===== src/rtl/cmd_sequencer.sv =====
// cmd_sequencer: buffers 16-bit commands from the UART wrapper in a small FIFO,
// dispatches them in order to the motion executor over a go/done handshake and
// returns exactly one response byte per command through the UART transmitter.
// Optional feature macro CMD_TIMEOUT_EN: adds an executor watchdog that aborts a
// command stalled for TIMEOUT_CYC cycles and answers 8'hEE instead of ACK.
module cmd_sequencer #(
  parameter int unsigned DEPTH       = 4,
  parameter logic [7:0]  ACK         = 8'hA5,
  parameter logic [7:0]  NAK         = 8'h5A,
  parameter int unsigned TIMEOUT_CYC = 1000000
) (
  input  logic                       clk,
  input  logic                       rst,
  input  logic [15:0]                cmd,
  input  logic                       cmd_rdy,
  output logic                       clr_cmd_rdy,
  output logic [7:0]                 resp,
  output logic                       trmt,
  input  logic                       tx_done,
  output logic                       exe_go,
  output logic [3:0]                 exe_op,
  output logic [11:0]                exe_arg,
  input  logic                       exe_done,
  output logic                       exe_abort,
  output logic                       busy,
  output logic [$clog2(DEPTH+1)-1:0] fifo_cnt
);

  localparam int unsigned AW = $clog2(DEPTH);
  localparam int unsigned CW = $clog2(DEPTH + 1);

  localparam logic [3:0] OP_MOVE = 4'h2;
  localparam logic [3:0] OP_CAL  = 4'h4;
  localparam logic [3:0] OP_TOUR = 4'h6;

  typedef enum logic [2:0] {
    IDLE,
    DISPATCH,
    WAIT_DONE,
    RESP,
    WAIT_TX
  } state_e;

  state_e         state_q, state_d;
  logic [15:0]    fifo_mem [DEPTH];
  logic [AW-1:0]  wr_ptr_q, wr_ptr_d;
  logic [AW-1:0]  rd_ptr_q, rd_ptr_d;
  logic [CW-1:0]  cnt_q, cnt_d;
  logic [7:0]     resp_q, resp_d;
  logic           trmt_q, trmt_d;
  logic           go_q, go_d;
  logic [3:0]     op_q, op_d;
  logic [11:0]    arg_q, arg_d;
  logic           busy_q, busy_d;
  logic           guard_q, guard_d;

  logic           full;
  logic           push;
  logic           pop;
  logic [15:0]    head;
  logic           legal;

`ifdef CMD_TIMEOUT_EN
  localparam int unsigned TW       = (TIMEOUT_CYC > 1) ? $clog2(TIMEOUT_CYC) : 1;
  localparam logic [7:0]  TMO_RESP = 8'hEE;

  logic [TW-1:0]  tmr_q, tmr_d;
  logic           abort_q, abort_d;

  assign exe_abort = abort_q;
`else
  assign exe_abort = 1'b0;
`endif

  assign full        = (cnt_q == CW'(DEPTH));
  assign push        = cmd_rdy & ~full;
  assign pop         = (state_q == IDLE) && (cnt_q != '0);
  assign head        = fifo_mem[rd_ptr_q];
  assign legal       = (head[15:12] == OP_MOVE) || (head[15:12] == OP_CAL) ||
                       (head[15:12] == OP_TOUR);

  assign clr_cmd_rdy = push;
  assign resp        = resp_q;
  assign trmt        = trmt_q;
  assign exe_go      = go_q;
  assign exe_op      = op_q;
  assign exe_arg     = arg_q;
  assign busy        = busy_q;
  assign fifo_cnt    = cnt_q;

  // FIFO storage: write the incoming command at the tail on every accepted push.
  // NOTE: the storage array has no reset; only pointers and count define which
  // entries are valid, so clearing the data would cost logic for nothing.
  always_ff @(posedge clk) begin
    if (push) begin
      fifo_mem[wr_ptr_q] <= cmd;
    end
  end

  // Next-state logic for FIFO pointers/occupancy and the dispatch FSM outputs.
  // NOTE: every signal gets a default at the top of this block so no path
  // leaves one unassigned, which would otherwise infer a latch.
  always_comb begin
    wr_ptr_d = wr_ptr_q;
    rd_ptr_d = rd_ptr_q;
    cnt_d    = cnt_q;
    state_d  = state_q;
    resp_d   = resp_q;
    trmt_d   = 1'b0;
    go_d     = 1'b0;
    op_d     = op_q;
    arg_d    = arg_q;
    guard_d  = 1'b0;
`ifdef CMD_TIMEOUT_EN
    tmr_d    = tmr_q;
    abort_d  = 1'b0;
`endif

    if (push) wr_ptr_d = wr_ptr_q + AW'(1);
    if (pop)  rd_ptr_d = rd_ptr_q + AW'(1);
    if (push && !pop)      cnt_d = cnt_q + CW'(1);
    else if (pop && !push) cnt_d = cnt_q - CW'(1);

    case (state_q)
      IDLE: begin
        if (pop) begin
          if (legal) begin
            op_d    = head[15:12];
            arg_d   = head[11:0];
            go_d    = 1'b1;
            state_d = DISPATCH;
          end else begin
            // Illegal opcode: answer directly, the executor never sees it.
            resp_d  = NAK;
            trmt_d  = 1'b1;
            state_d = RESP;
          end
        end
      end
      DISPATCH: begin
        state_d = WAIT_DONE;
`ifdef CMD_TIMEOUT_EN
        tmr_d   = '0;
`endif
      end
      WAIT_DONE: begin
        // A completion arriving on the watchdog's last cycle still counts as success.
        if (exe_done) begin
          resp_d  = ACK;
          trmt_d  = 1'b1;
          state_d = RESP;
        end
`ifdef CMD_TIMEOUT_EN
        else if (tmr_q == TW'(TIMEOUT_CYC - 1)) begin
          abort_d = 1'b1;
          resp_d  = TMO_RESP;
          trmt_d  = 1'b1;
          state_d = RESP;
        end else begin
          tmr_d   = tmr_q + TW'(1);
        end
`endif
      end
      RESP: begin
        guard_d = 1'b1;
        state_d = WAIT_TX;
      end
      WAIT_TX: begin
        // The first cycle here ignores tx_done, which may still be high from
        // the previous byte.
        if (!guard_q && tx_done) state_d = IDLE;
      end
      default: state_d = IDLE;
    endcase

    busy_d = (state_d != IDLE);
  end

  // State and registered outputs; async reset abandons any command in flight.
  // NOTE: sequential state uses non-blocking assignments so every flop samples
  // the values computed for this edge, independent of statement order.
  always_ff @(posedge clk or posedge rst) begin
    if (rst) begin
      state_q  <= IDLE;
      wr_ptr_q <= '0;
      rd_ptr_q <= '0;
      cnt_q    <= '0;
      resp_q   <= 8'h00;
      trmt_q   <= 1'b0;
      go_q     <= 1'b0;
      op_q     <= '0;
      arg_q    <= '0;
      busy_q   <= 1'b0;
      guard_q  <= 1'b0;
`ifdef CMD_TIMEOUT_EN
      tmr_q    <= '0;
      abort_q  <= 1'b0;
`endif
    end else begin
      state_q  <= state_d;
      wr_ptr_q <= wr_ptr_d;
      rd_ptr_q <= rd_ptr_d;
      cnt_q    <= cnt_d;
      resp_q   <= resp_d;
      trmt_q   <= trmt_d;
      go_q     <= go_d;
      op_q     <= op_d;
      arg_q    <= arg_d;
      busy_q   <= busy_d;
      guard_q  <= guard_d;
`ifdef CMD_TIMEOUT_EN
      tmr_q    <= tmr_d;
      abort_q  <= abort_d;
`endif
    end
  end

endmodule


===== config.mk =====
export PLATFORM = sky130hd
export DESIGN_NAME = cmd_sequencer
export DESIGN_NICKNAME = d
export VERILOG_FILES = /design/src/rtl/cmd_sequencer.sv
export SDC_FILE = /design/constraint.sdc
export NUM_CORES = 1
export LEC_CHECK = 0
export ABC_CLOCK_PERIOD_IN_PS = 6800
export BUFFER_PORTS_ARGS = -buffer_cell sky130_fd_sc_hd__buf_2
export CORE_MARGIN = 2
export CORE_UTILIZATION = 25
export CTS_CLUSTER_SIZE = 40
export DETAILED_ROUTE_END_ITERATION = 12
export PLACE_DENSITY = 0.52
export SETUP_SLACK_MARGIN = 0.02
export SLEW_MARGIN = 20
export SYNTH_ARGS = -nofsm -noshare
export SYNTH_HDL_FRONTEND = slang
export SYNTH_SLANG_ARGS = --single-unit

===== constraint.sdc =====
create_clock -name clk -period 6.8 [get_ports clk]
set_input_delay 1.7 -clock clk [delete_from_list [all_inputs] [get_ports clk]]
set_output_delay 1.7 -clock clk [all_outputs]
set_load 0.005 [all_outputs]

==> metrics.cfg <==
[run_status]
outcome=completed

[synth]
yosysMostFrequentCell=edfxtp_1
async_flop_share=0.333
avgSynthCellArea_um2=19.3
synth_area_leaders=edfxtp_1 (51%), dfrtp_1 (21%), mux4_2 (7.2%)
synth_cell_types=34
yosysTopAreaCell=edfxtp_1
synth_top_family_by_area=multiplexers
synth-simple-area-share=0.0398
yosysWarnings=0
synth_edf_count=64
synth_top_area_share=0.514
syn_inst=194
syn_nets=221
syn_area_mm2=0.00374
ys_seq_elements=96
synth_fa_ha_area_frac=0.0221
synthXorXnorAreaFrac=0.0140
synth_mux_area_frac=0.145
synth_compound_area_frac=0.0177
synth-seq-area-share=0.728
synth_common_cells=edfxtp_1 (64), dfrtp_1 (32), mux4_2 (12)
synth_top_flop_cell=edfxtp_1

[clocking]
path_clk_slew_ps=60
clkLatencyLatePin_ps=340
cts_hold_buf=0
cts_resized=0
cts_max_level=3
cts_tree=done
cts_buffer_depth=2
cts-root-buf=clkbuf_16
cts_inserted_buffers=9
cts_setup_buffers=0
clock_sinks=96

[timing]
rsz0062_at_grt=no
fin_tns_setup_ps=0
clock.fmax_mhz=238
holdWs_ps=480
setup_viol=0
finalCritPeriodShare=0.618
fin_crit_ps=4200
hold_viol=0
tightest_slew_ps=923
report.final.slew_viol_count=0
skew_ps=8.01
max_slew_margin=0.384

[setup_path]
cp_cell_sequence=buf_2 > a21boi_1 > buf_2
path_common_cell=buf_2
worst_path_max_delay_cell=a21boi_1
path_class=primary input to output pin
crit_required_ps=5100
worstPathArrival_ps=2500
cp_max_fo=9
worstSetupStartpointType=primary input
cp-end-kind=output pin
cpPeakStageDelay_ps=500

[global_routing]
busiest_layer=met2
grt_max_degree=33
met1_usage=0.109
grt-ovfl-total=0
met3_usage=0.0405
grt_pass1_wl_mm=10.5
use_met2=0.142
grt_pass1_vias=1844
antenna_found_initial=1
grt_usage=0.0895

[floorplan]
die_w_um=126
num_rows=44
core_mm2=0.0146
start_util=0.257
ioPinCount=53
dieHeight_um=126
die_area_mm2=0.0160

[placed_design]
place.gp.congestion=0.656
io_buffers=51
hpwl_mm=4.29
place_area_mm2=0.00415

[final_layout]
final_area_mm2=0.00446
regArea_mm2=0.00272
area_delta_synth_final_pct=19.3
fillers=1419
multi_input_area_um2=898
nets=273
drive_gt1_frac=0.390

[power_and_ir_drop]
peakVddDrop_mv=0.150
leakage_uw=0.00175
pwr_density_cell_mw_per_mm2=446
p_total_uw=1990

[routing]
final_antenna_net_count=0
wirelength_mm=6.71
drc=0
routed_via_density=4.07
firstDrtPassIters=4
num_vias=1773
first_iter_violations=143
wl_per_cell_um=15.4

[flow_run]
max_cap_violations=0

[min_path]
min_path_type=flop to flop

-- power by group --
part | internal [uW] | total (uW) | leakage (uW) | switching, uW
clock | 323 | 528 | 0.000150 | 205
sequential | 801 | 895 | 0.000977 | 94.1
combinational | 297 | 566 | 0.000618 | 269
-- per-layer routing --
metal  wire length, um  up-vias
li1                  -      827
met5                 0        -
met1              3060      896
met4                59        0
met2              3170       46
met3               421        4
-- cell usage in the layout (no fill, tap or decap), drive strengths merged, types with 2 or more instances in the layout --
cell type,n
inv,8
nor2,8
buf,53
nand2b,2
mux2,15
a21oi,3
clkbuf,11
and2,6
xor2,2
dfrtp,32
bufinv,2
mux4,15
xnor2,4
ha,5
nand2,5
edfxtp,64
-- cell families after synthesis --
kind of cell,count (synthesis)
buffers and inverters,19
multiplexers,30
adder cells (fa/ha/maj),6
AND/OR/NAND/NOR,26
flip-flops,96
XOR/XNOR,6
AO/OA/AOI/OAI,10
other,1
-- path summary, 6_finish.rpt --
check | start | to | slack [ps] | cells after the start
worst max-delay path | cmd_rdy | clr_cmd_rdy | 2600 | 3
worst min-delay path | exe_op[0]$_DFFE_PP0P_ | exe_op[0]$_DFFE_PP0P_ | 480 | 1
worst max register to register | rd_ptr_q[1]$_DFFE_PP0P_ | exe_arg[6]$_DFFE_PP0P_ | 4450 | 4
worst min register to register | exe_op[0]$_DFFE_PP0P_ | exe_op[0]$_DFFE_PP0P_ | 480 | 1
max in group asynchronous | rst | exe_arg[7]$_DFFE_PP0P_ | 5010 | 3
min in group asynchronous | rst | exe_arg[5]$_DFFE_PP0P_ | 1460 | 3
-- cell type report --
class / count / area share
Antenna cell: 1 / 0.000561
Clock buffer: 11 / 0.0521
Clock inverter: 5 / 0.0182
Inverter: 7 / 0.00589
Multi-Input combinational cell: 79 / 0.201
Sequential cell: 96 / 0.610
Tap cell: 184 / 0.0516
Timing Repair Buffer: 53 / 0.0605
-- critical path: cells and delay by family --
kind	cells	cell delay, ps
compound gates	1	500
buf+inv	2	290
-- registers in the layout, summed over array words and instances (netlist names) --
| name | flops |
|---|---|
| rd_ptr_q | 2 |
| fifo_cnt | 3 |
| busy | 1 |
| exe_go | 1 |
| resp | 2 |
| exe_arg | 12 |
| trmt | 1 |
| guard_q | 1 |
| fifo_mem | 64 |
| state_q | 3 |
| exe_op | 4 |
| wr_ptr_q | 2 |
-- through the flow --
stage,util,instances,worst slack (ps)
2_1_floorplan,-,194,2990
3_3_place_gp,0.284,419,2570
3_5_place_dp,0.284,419,2560
4_1_cts,0.306,435,2560
5_1_grt,0.306,435,2430
6_report,0.306,436,2600
(Power assumes the default switching activity.)
